==> config.mk <==
export PLATFORM = sky130hd
export DESIGN_NAME = vid_phy_controller_v2_2_20_rx_align_ctrl
export DESIGN_NICKNAME = d
export VERILOG_FILES = /design/src/rtl/vid_phy_controller_v2_2_20_align_pkg.sv /design/src/rtl/vid_phy_controller_v2_2_20_align_tok_det.sv /design/src/rtl/vid_phy_controller_v2_2_20_rx_align_ctrl.sv
export SDC_FILE = /design/constraint.sdc
export NUM_CORES = 1
export LEC_CHECK = 0
export ABC_AREA = 1
export BUFFER_PORTS_ARGS = -buffer_cell sky130_fd_sc_hd__buf_2
export CORE_ASPECT_RATIO = 1.25
export CORE_UTILIZATION = 37
export DETAILED_ROUTE_END_ITERATION = 10
export SETUP_SLACK_MARGIN = 0.1
export SLEW_MARGIN = 40
export SYNTH_ARGS = -nofsm -noshare
export SYNTH_HDL_FRONTEND = slang
export SYNTH_SLANG_ARGS = --single-unit
==> constraint.sdc <==
create_clock -name CLK_IN -period 3.2 [get_ports CLK_IN]
set_clock_uncertainty 0.1 [all_clocks]
set_input_delay 0.48 -clock CLK_IN [delete_from_list [all_inputs] [get_ports CLK_IN]]
set_output_delay 0.48 -clock CLK_IN [all_outputs]
set_load 0.005 [all_outputs]
==> src/rtl/vid_phy_controller_v2_2_20_align_pkg.sv <==
`default_nettype none
// ============================================================================
// Module   : vid_phy_controller_v2_2_20_align_pkg
// Purpose  : Shared types and constants for the HDMI RX lane symbol aligner.
// Revision : 1.0 - initial release
// ============================================================================
package vid_phy_controller_v2_2_20_align_pkg;

    localparam int SYM_W   = 10;
    localparam int LNK_W   = 40;
    localparam int NUM_OFS = 10;
    localparam int NUM_SYM = LNK_W / SYM_W;
    // Only the low bits of the 80-bit {current, previous} window are ever addressed.
    localparam int WIN_W   = NUM_OFS - 1 + LNK_W;

    localparam logic [SYM_W-1:0] CTL0 = 10'h354;
    localparam logic [SYM_W-1:0] CTL1 = 10'h0AB;
    localparam logic [SYM_W-1:0] CTL2 = 10'h154;
    localparam logic [SYM_W-1:0] CTL3 = 10'h2AB;

    typedef enum logic [1:0] {
        SEARCH = 2'd0,
        VERIFY = 2'd1,
        LOCKED = 2'd2
    } align_state_t;

    function automatic logic is_ctl(input logic [SYM_W-1:0] sym);
        return (sym == CTL0) || (sym == CTL1) || (sym == CTL2) || (sym == CTL3);
    endfunction

endpackage
`default_nettype wire

==> src/rtl/vid_phy_controller_v2_2_20_align_tok_det.sv <==
`default_nettype none
// ============================================================================
// Module   : vid_phy_controller_v2_2_20_align_tok_det
// Purpose  : Combinational TMDS control-token detector, one flag per bit offset.
// Revision : 1.0 - initial release
// ============================================================================
module vid_phy_controller_v2_2_20_align_tok_det
    import vid_phy_controller_v2_2_20_align_pkg::*;
(
    input  logic [WIN_W-1:0]   i_win,
    output logic [NUM_OFS-1:0] o_hit
);

    for (genvar k = 0; k < NUM_OFS; k++) begin : g_ofs
        logic [NUM_SYM-1:0] w_sym_hit;
        for (genvar i = 0; i < NUM_SYM; i++) begin : g_sym
            assign w_sym_hit[i] = is_ctl(i_win[k + SYM_W*i +: SYM_W]);
        end
        assign o_hit[k] = |w_sym_hit;
    end

endmodule
`default_nettype wire

==> src/rtl/vid_phy_controller_v2_2_20_rx_align_ctrl.sv <==
`default_nettype none
// ============================================================================
// Module   : vid_phy_controller_v2_2_20_rx_align_ctrl
// Purpose  : HDMI RX lane symbol aligner: search/verify/lock FSM + barrel shift.
//            VID_PHY_CONTROLLER_V2_2_20_ALIGN_STAT_EN adds a relock counter.
// Revision : 1.0 - initial release
// ============================================================================
module vid_phy_controller_v2_2_20_rx_align_ctrl
    import vid_phy_controller_v2_2_20_align_pkg::*;
#(
    parameter int LOCK_CNT   = 8,
    parameter int UNLOCK_CNT = 4,
    parameter int VERIFY_TMO = 4096
) (
    input  logic        CLK_IN,
    input  logic        RSTN_IN,
    input  logic        EN_IN,
    input  logic [39:0] DAT_IN,
`ifdef VID_PHY_CONTROLLER_V2_2_20_ALIGN_STAT_EN
    input  logic [0:0]  STAT_CLR_IN,
    output logic [15:0] RELOCK_CNT_OUT,
`endif
    output logic [39:0] DAT_OUT,
    output logic        LOCK_OUT,
    output logic [3:0]  OFFSET_OUT
);

    localparam int c_hit_w = (LOCK_CNT   > 2) ? $clog2(LOCK_CNT)   : 1;
    localparam int c_err_w = (UNLOCK_CNT > 1) ? $clog2(UNLOCK_CNT) : 1;
    localparam int c_tmo_w = $clog2(VERIFY_TMO);
    localparam logic [c_hit_w-1:0] c_hit_last = c_hit_w'(LOCK_CNT - 1);
    localparam logic [c_err_w-1:0] c_err_last = c_err_w'(UNLOCK_CNT - 1);
    localparam logic [c_tmo_w-1:0] c_tmo_last = c_tmo_w'(VERIFY_TMO - 1);

    align_state_t       r_state,   w_state_nxt;
    logic [3:0]         r_off,     w_off_nxt;
    logic [c_hit_w-1:0] r_hit_cnt, w_hit_cnt_nxt;
    logic [c_err_w-1:0] r_err_cnt, w_err_cnt_nxt;
    logic [c_tmo_w-1:0] r_tmo,     w_tmo_nxt;
    logic               r_lock,    w_lock_nxt;
    logic [LNK_W-1:0]   r_prev;
    logic [LNK_W-1:0]   r_dat;

    logic [WIN_W-1:0]   w_win;
    logic [NUM_OFS-1:0] w_hit;
    logic               w_any;
    logic               w_hit_off;
    logic [3:0]         w_first;
    logic [LNK_W-1:0]   w_shift [NUM_OFS];
    logic [LNK_W-1:0]   w_dat_nxt;

    assign w_win = {DAT_IN[WIN_W-LNK_W-1:0], r_prev};

    vid_phy_controller_v2_2_20_align_tok_det u_tok_det (
        .i_win (w_win),
        .o_hit (w_hit)
    );

    assign w_any     = |w_hit;
    assign w_hit_off = w_hit[r_off];

    always_comb begin
        w_first = 4'd0;
        for (int k = NUM_OFS - 1; k >= 0; k--) begin
            if (w_hit[k]) w_first = 4'(k);
        end
    end

    for (genvar k = 0; k < NUM_OFS; k++) begin : g_shf
        assign w_shift[k] = w_win[k +: LNK_W];
    end

    always_comb begin
        w_dat_nxt = w_shift[0];
        for (int k = 1; k < NUM_OFS; k++) begin
            if (r_off == 4'(k)) w_dat_nxt = w_shift[k];
        end
    end

    always_comb begin
        w_state_nxt   = r_state;
        w_off_nxt     = r_off;
        w_hit_cnt_nxt = r_hit_cnt;
        w_err_cnt_nxt = r_err_cnt;
        w_tmo_nxt     = r_tmo;
        w_lock_nxt    = r_lock;
        if (!EN_IN) begin
            w_state_nxt   = SEARCH;
            w_lock_nxt    = 1'b0;
            w_hit_cnt_nxt = '0;
            w_err_cnt_nxt = '0;
            w_tmo_nxt     = '0;
        end else begin
            case (r_state)
                SEARCH: begin
                    w_lock_nxt = 1'b0;
                    if (w_any) begin
                        w_state_nxt   = VERIFY;
                        w_off_nxt     = w_first;
                        w_hit_cnt_nxt = c_hit_w'(1);
                        w_err_cnt_nxt = '0;
                        w_tmo_nxt     = '0;
                    end
                end
                VERIFY: begin
                    // A hit at the candidate offset wins over hits elsewhere.
                    if (w_hit_off) begin
                        w_tmo_nxt = '0;
                        if (r_hit_cnt == c_hit_last) begin
                            w_state_nxt   = LOCKED;
                            w_lock_nxt    = 1'b1;
                            w_hit_cnt_nxt = '0;
                            w_err_cnt_nxt = '0;
                        end else begin
                            w_hit_cnt_nxt = r_hit_cnt + c_hit_w'(1);
                        end
                    end else if (w_any || (r_tmo == c_tmo_last)) begin
                        w_state_nxt   = SEARCH;
                        w_hit_cnt_nxt = '0;
                        w_tmo_nxt     = '0;
                    end else begin
                        w_tmo_nxt = r_tmo + c_tmo_w'(1);
                    end
                end
                LOCKED: begin
                    // No token at all is active video and leaves the error count alone.
                    if (w_hit_off) begin
                        w_err_cnt_nxt = '0;
                    end else if (w_any) begin
                        if (r_err_cnt == c_err_last) begin
                            w_state_nxt   = SEARCH;
                            w_lock_nxt    = 1'b0;
                            w_err_cnt_nxt = '0;
                        end else begin
                            w_err_cnt_nxt = r_err_cnt + c_err_w'(1);
                        end
                    end
                end
                default: begin
                    w_state_nxt = SEARCH;
                    w_lock_nxt  = 1'b0;
                end
            endcase
        end
    end

    always_ff @(posedge CLK_IN or negedge RSTN_IN) begin
        if (!RSTN_IN) begin
            r_state   <= SEARCH;
            r_off     <= 4'd0;
            r_hit_cnt <= '0;
            r_err_cnt <= '0;
            r_tmo     <= '0;
            r_lock    <= 1'b0;
            r_prev    <= '0;
            r_dat     <= '0;
        end else begin
            r_state   <= w_state_nxt;
            r_off     <= w_off_nxt;
            r_hit_cnt <= w_hit_cnt_nxt;
            r_err_cnt <= w_err_cnt_nxt;
            r_tmo     <= w_tmo_nxt;
            r_lock    <= w_lock_nxt;
            r_prev    <= DAT_IN;
            r_dat     <= w_dat_nxt;
        end
    end

`ifdef VID_PHY_CONTROLLER_V2_2_20_ALIGN_STAT_EN
    logic [15:0] r_relock_cnt;
    logic        w_unlock;

    assign w_unlock = (r_state == LOCKED) && (w_state_nxt == SEARCH);

    always_ff @(posedge CLK_IN or negedge RSTN_IN) begin
        if (!RSTN_IN) begin
            r_relock_cnt <= 16'd0;
        end else if (STAT_CLR_IN[0]) begin
            r_relock_cnt <= 16'd0;
        end else if (w_unlock && (r_relock_cnt != 16'hFFFF)) begin
            r_relock_cnt <= r_relock_cnt + 16'd1;
        end
    end

    assign RELOCK_CNT_OUT = r_relock_cnt;
`endif

    assign DAT_OUT    = r_dat;
    assign LOCK_OUT   = r_lock;
    assign OFFSET_OUT = r_off;

endmodule
`default_nettype wire

==> results of run 1 <==
## power groups by stage
stage	combinational [mW]	sequential, mW	clock (mW)
floorplan	2.01	1.83	0
global placement	3.10	1.82	0
detailed placement	3.11	1.82	0
CTS	3.12	1.80	1.16
global route	3.56	1.83	1.20
finish	3.16	1.80	1.13
## final cells by class
type	count	area, um^2	area share, %
clock buffer	11	233	2.25
clock inverter	5	57.6	0.557
inverter	118	445	4.31
multi-input combinational	1219	5610	54.2
sequential	104	2610	25.2
tap	330	413	4.00
timing repair buffer	150	973	9.42
## cell usage in the layout, fill, tap and decap left out, types with 2 or more instances in the layout
master,n
nor3_1,27
buf_12,5
clkbuf_1,2
dfrtp_1,101
o21ai_1,8
buf_2,86
clkinv_2,2
clkinv_4,2
nand2_1,471
nor2_4,4
o21a_1,3
nand4_1,15
nor2_1,179
clkbuf_16,9
ha_1,4
o21ai_0,222
xor2_1,7
nand2_2,7
inv_2,22
buf_4,59
dfrtp_2,3
nand3b_1,9
inv_1,94
nand3_2,3
nor2_2,10
nand2_4,4
o211ai_1,39
a21oi_1,124
nand3_1,75
## kinds of logic (layout without fill, tap and decap cells)
family / Yosys count / count (layout) / share of synthesized area (%)
compound gates: 400 / 400 / 23.1
flops: 104 / 104 / 28.3
fa+ha+maj: 4 / 4 / 0.545
buf+inv: 237 / 284 / 11.0
simple gates: 807 / 807 / 36.2
xor+xnor: 8 / 8 / 0.845
## how the worst max path moves through the flow
| stage | from | endpoint | slack [ps] | depth (start not counted) |
|---|---|---|---|---|
| 2_1_floorplan | DAT_IN[4] | r_tmo[3]$_DFFE_PN0P_ | 1060 | 17 |
| 3_3_place_gp | r_prev[16]$_DFF_PN0_ | r_err_cnt[1]$_DFFE_PN0P_ | 400 | 17 |
| 3_5_place_dp | DAT_IN[0] | r_tmo[6]$_DFFE_PN0P_ | 370 | 17 |
| 4_1_cts | r_prev[16]$_DFF_PN0_ | r_err_cnt[1]$_DFFE_PN0P_ | 420 | 17 |
| 5_1_grt | r_prev[29]$_DFF_PN0_ | r_tmo[6]$_DFFE_PN0P_ | 140 | 16 |
| 6_report | r_prev[29]$_DFF_PN0_ | r_tmo[6]$_DFFE_PN0P_ | 450 | 16 |
## flip-flops by register name, summed over array words and instances (netlist names)
register,cells
r_hit_cnt,3
r_err_cnt,2
r_state,2
LOCK_OUT,1
r_prev,40
r_tmo,12
OFFSET_OUT,4
DAT_OUT,40
## metrics by stage
stage	area (um^2)	total power, mW	cells	util (%)
CTS	10300	6.08	1937	42.3
finish	10300	6.08	1937	42.3
global placement	10000	4.92	1921	41.1
floorplan	9180	3.84	1560	-
global route	10300	6.59	1937	42.3
detailed placement	10000	4.94	1921	41.1
## metal layers
layer	vias up	track usage [%]	routed length, um
met5	-	0	13
met3	104	4.19	3070
met1	5023	40.3	15700
li1	5161	-	-
met2	607	48.9	17200
met4	2	12.5	1360
==> out/metrics.yaml, run 1 <==
clock_network:
  cts_buffers: 9
  cts_resized: 0
  ctsHoldBuffers: 0
  cts_tree: "built"
  h-tree-depth: 3
  clkTransAtPathRegs_ps: 70
  clock_path_buffers: 2
  cts.sinks: 104
  clk-insertion-delay-late_ps: 370
  cts_setup_buffers: 0
  clock-root-buffer: "clkbuf_16"
detailed_routing:
  drc: 0
  via_count: 10900
  dr.first_iter.drc_count: 1441
  antenna_left: 0
  drt-total-wl_mm: 37.3
  dr.pass1.iters: 8
  drt-wirelength-per-cell_um: 19.3
  avgViaCountPerCell: 5.63
sta:
  max_slew_margin_pct: 42.0
  hold_violations: 0
  fmax_mhz: 363
  worst_slew_pin_slew_ps: 869
  setup_ws_ps: 449
  fin_setup_tns_ps: 0
  fin_crit_ps: 2750
  fin_hold_ws_ps: 39.8
  drv_slew: 0
  setup_violations: 0
  rsz0062_at_grt: "no"
  fin_crit_sh_pct: 86.0
power_and_ir_drop:
  p_seq_share_pct: 29.5
  swShare_pct: 44.3
  power.density_nw_per_um2: 589
  p_switching_mw: 2.70
  p_leak_nw: 4.87
  p_comb_share_pct: 51.9
  pwr-share-clk_pct: 18.6
  p_int_mw: 3.39
  ir_drop_v: 0.000282
synthesis:
  yosysSeqAreaShare_pct: 28.3
  ys_ff_latch: 104
  yosysTopAreaCell: "dfrtp_1"
  async_flop_share_pct: 100
  synthTopCellsByCount: "nand2_1 (471), o21ai_0 (222), nor2_1 (187)"
  synthFlopType: "dfrtp_1"
  synth_cell_types: 36
  synth_top_area_share_pct: 28.3
  avgSynthCellArea_um2: 5.88
  synth-edff-count: 0
  synth_area_leaders: "dfrtp_1 (28%), nand2_1 (19%), o21ai_0 (12%)"
  syn_inst: 1560
  synth_area_um2: 9180
  syn_nets: 1607
  yosys_warnings: 0
  yosys.cell_count.top_type: "nand2_1"
worst_setup_path:
  critPathBufInv: 2
  arrival_ps: 2930
  r2r_slack_ps: 450
  critical_path_class: "flop to flop"
  end_kind: "flop"
  critPathTopFamily: "simple AND/OR/NAND/NOR gates"
  cpMostUsedCell: "nand2_1"
  critical_path_required_ps: 3380
  max_stage_delay_ps: 610
  cp_max_fo: 10
  crit_chain: "inv_2, nand2_1, nor2_1, nand3_1, nand2_1, nor2_1, nand2_1, nor2_1, nand2_1, nor2_2, nand2_1, a21oi_2, inv_1, nor2_1, nand3_1, o21ai_0"
  worstReg2RegEnd: "r_tmo[6]$_DFFE_PN0P_"
  r2r_start: "r_prev[29]$_DFF_PN0_"
  crit_slowest_cell: "dfrtp_1"
  reg2reg_depth: 16
  start_kind: "flop"
cells_and_area:
  num_antenna_cells: 0
  layout-drive-gt1-share_pct: 13.8
  area_delta_synth_final_pct: 12.6
  final_nets: 1649
  fillerInstances: 2661
die:
  pin_count: 88
  start_util_pct: 37.6
  die_h_um: 178
  core-area_um2: 24400
  fp-row-count: 64
  die_width_um: 143
  die-area_um2: 25400
global_route:
  grt_pass1_vias: 10100
  antenna_found_initial: 1
  grt_pass1_wl_mm: 58.3
  grt.total_usage_pct: 30.3
  globalRouteOverflowTotal: 0
  grt_max_degree: 56
hold_path:
  hp-class: "input port to async pin"
placed_design:
  port_buffers: 87
  pre_cts_slack_ps: 373
  place_congestion: 0.997
  dp_hpwl_mm: 26.8
run_status:
  status: "complete, no violations"
job:
  maxCapViolations: 0
Power figures use the tool's default switching activity.
==> run 2: changes to the inputs <==
clock period = 2.8 ns   (was 3.2 ns; I/O delays follow)
==> run 2 against run 1 <==
  * Sequential share of layout area down 0.74 points
  * Wire length down 1.2%
  * Die area unchanged
  * Register-to-register slack worse by 230 ps
  * Power up 16%
  * Hold slack better by 5.3 ps
  * Cell count up 1.8%
  * Via count up 1.4%
  * Final area up 3.4%
  * Critical endpoint is now DAT_OUT[32]$_DFF_PN0_
  * Largest cell class unchanged
==> out/metrics.yaml, run 2 (synthesis gave the netlist of run 1 again) <==
cells_and_area:
  num_antenna_cells: 0  # unchanged
  layout-drive-gt1-share_pct: 16.5  # was 13.8%
  layout_common_cells: "nand2_1 (468), o21ai_0 (219), nor2_1 (175), a21oi_1 (124), inv_1 (95)"  # was nand2_1 (471), o21ai_0 (222), nor2_1 (179), a21oi_1 (124), dfrtp_1 (101)
  area_delta_synth_final_pct: 16.4  # was 12.6%
  finalCoreUtilization_pct: 43.8  # was 42.3%
  final_common_cell: "nand2_1"  # unchanged
  final_nets: 1683  # was 1649
  finalNonFillerCells: 1971  # was 1937
  fillerInstances: 2660  # was 2661
global_route:
  antenna_found_initial: 1  # unchanged
  globalRouteOverflowTotal: 0  # unchanged
  grt_pass1_wl_mm: 57.4  # was 58.3 mm
  grt_max_degree: 67  # was 56
  grt.total_usage_pct: 29.8  # was 30.3%
  grt_pass1_vias: 10200  # was 10100
detailed_routing:
  drt-wirelength-per-cell_um: 18.7  # was 19.3 um
  via_count: 11000  # was 10900
  avgViaCountPerCell: 5.60  # was 5.63
  antenna_left: 0  # unchanged
  drt-total-wl_mm: 36.9  # was 37.3 mm
  dr.first_iter.drc_count: 1303  # was 1441
  dr.pass1.iters: 6  # was 8
  drc: 0  # unchanged
sta:
  fin_crit_ps: 2580  # was 2750 ps
  hold_violations: 0  # unchanged
  worst_slew_pin_slew_ps: 867  # was 869 ps
  fmax_mhz: 388  # was 363 MHz
  setup_violations: 0  # unchanged
  rsz0062_at_grt: "no"  # unchanged
  fin_hold_ws_ps: 45.1  # was 39.8 ps
  max_slew_margin_pct: 42.1  # was 42.0%
  drv_slew: 0  # unchanged
  fin_crit_sh_pct: 92.1  # was 86.0%
  setup_ws_ps: 222  # was 449 ps
worst_setup_path:
  arrival_ps: 2750  # was 2930 ps
  critical_path_class: "flop to flop"  # unchanged
  reg2reg_depth: 12  # was 16
  cp_max_fo: 52  # was 10
  end_kind: "flop"  # unchanged
  critical_path_required_ps: 2970  # was 3380 ps
  start_kind: "flop"  # unchanged
clock_network:
  h-tree-depth: 3  # unchanged
  clock_path_buffers: 2  # unchanged
  clk-insertion-delay-late_ps: 370  # about the same
  cts_buffers: 9  # unchanged
  clkTransAtPathRegs_ps: 80  # was 70 ps
  clock-root-buffer: "clkbuf_16"  # unchanged
  cts_tree: "built"  # unchanged
  cts.sinks: 104  # unchanged
job:
  maxCapViolations: 0  # unchanged
die:
  die-area_um2: 25400  # unchanged
  die_h_um: 178  # unchanged
  fp-row-count: 64  # unchanged
  die_width_um: 143  # unchanged
  pin_count: 88  # unchanged
  start_util_pct: 37.6  # unchanged
  core-area_um2: 24400  # unchanged
power_and_ir_drop:
  power.density_nw_per_um2: 663  # was 589 nW/um^2
  ir_drop_v: 0.000418  # was 0.000282 V
  finalPower_mw: 7.08  # was 6.08 mW
  p_leak_nw: 5.06  # was 4.87 nW
placed_design:
  placed_cells: 1944  # was 1921
  dp_hpwl_mm: 26.8  # about the same
  pre_cts_slack_ps: -39.5  # was 373 ps
  place_congestion: 0.971  # was 0.997
  port_buffers: 87  # unchanged
hold_path:
  hold_path_depth: 1
  hp-class: "input port to flop"  # was input port to async pin
run_status:
  status: "complete, no violations"  # unchanged
run 2: final timing paths:
| path | start | to | slack (ps) |
|---|---|---|---|
| max | OFFSET_OUT[0]$_DFFE_PN0P_ | DAT_OUT[32]$_DFF_PN0_ | 220 |
| max in group asynchronous | RSTN_IN | r_prev[6]$_DFF_PN0_ | 1340 |
| min in group asynchronous | RSTN_IN | r_prev[22]$_DFF_PN0_ | 490 |
| min reg2reg | LOCK_OUT$_DFFE_PN0P_ | LOCK_OUT$_DFFE_PN0P_ | 370 |
| max reg2reg | OFFSET_OUT[0]$_DFFE_PN0P_ | DAT_OUT[32]$_DFF_PN0_ | 220 |
| min | DAT_IN[35] | r_prev[35]$_DFF_PN0_ | 50 |
run 2: power by group:
group          internal, mW  total, mW  leakage [nW]  switching, mW
Clock                 0.777       1.38         0.160          0.606
Sequential             1.89       2.04          1.26          0.149
Combinational          1.34       3.66          3.64           2.32
run 2: final cells by class:
type,instances,area (um^2),area share (%)
multi-input cells,1219,5640,52.8
well taps,330,413,3.86
repair buffers,184,1250,11.7
clock inverters,4,56.3,0.527
inverters,118,445,4.17
clock buffers,12,267,2.49
flip-flops and latches,104,2620,24.5
run 2: critical path: stages (launching register included):
cell      delay, ps
dfrtp_1         420
inv_1           120
nand2_1         160
nor2_4          230
buf_6           350
nand2_1          80
o21ai_0          80
o21ai_0          90
o21ai_0         250
o211ai_1        130
a21oi_1         170
nor2_1           60
a21oi_1         190
run 2: metal layers:
layer | global-route usage (%) | routed length (um) | up-vias
li1 | - | - | 5230
met1 | 38.7 | 15400 | 5064
met2 | 47.8 | 16700 | 617
met3 | 4.35 | 3010 | 132
met4 | 15.4 | 1790 | 2
met5 | 0 | 13 | -
run 2: stage by stage:
stage / area [um^2] / setup TNS, ps
6_report: 10700 / 0
5_1_grt: 10700 / 0
4_1_cts: 10600 / 0
3_5_place_dp: 10200 / -95.0
3_3_place_gp: 10200 / -2.14
2_1_floorplan: 9180 / 0
run 2: timing repair:
action	4_1_cts	5_1_grt
setup endpoints to repair	19	54
setup buffers	0	10
hold buffers	1	0
gates resized for setup	2	23
pin swaps	0	2
hold endpoints to repair	34	0
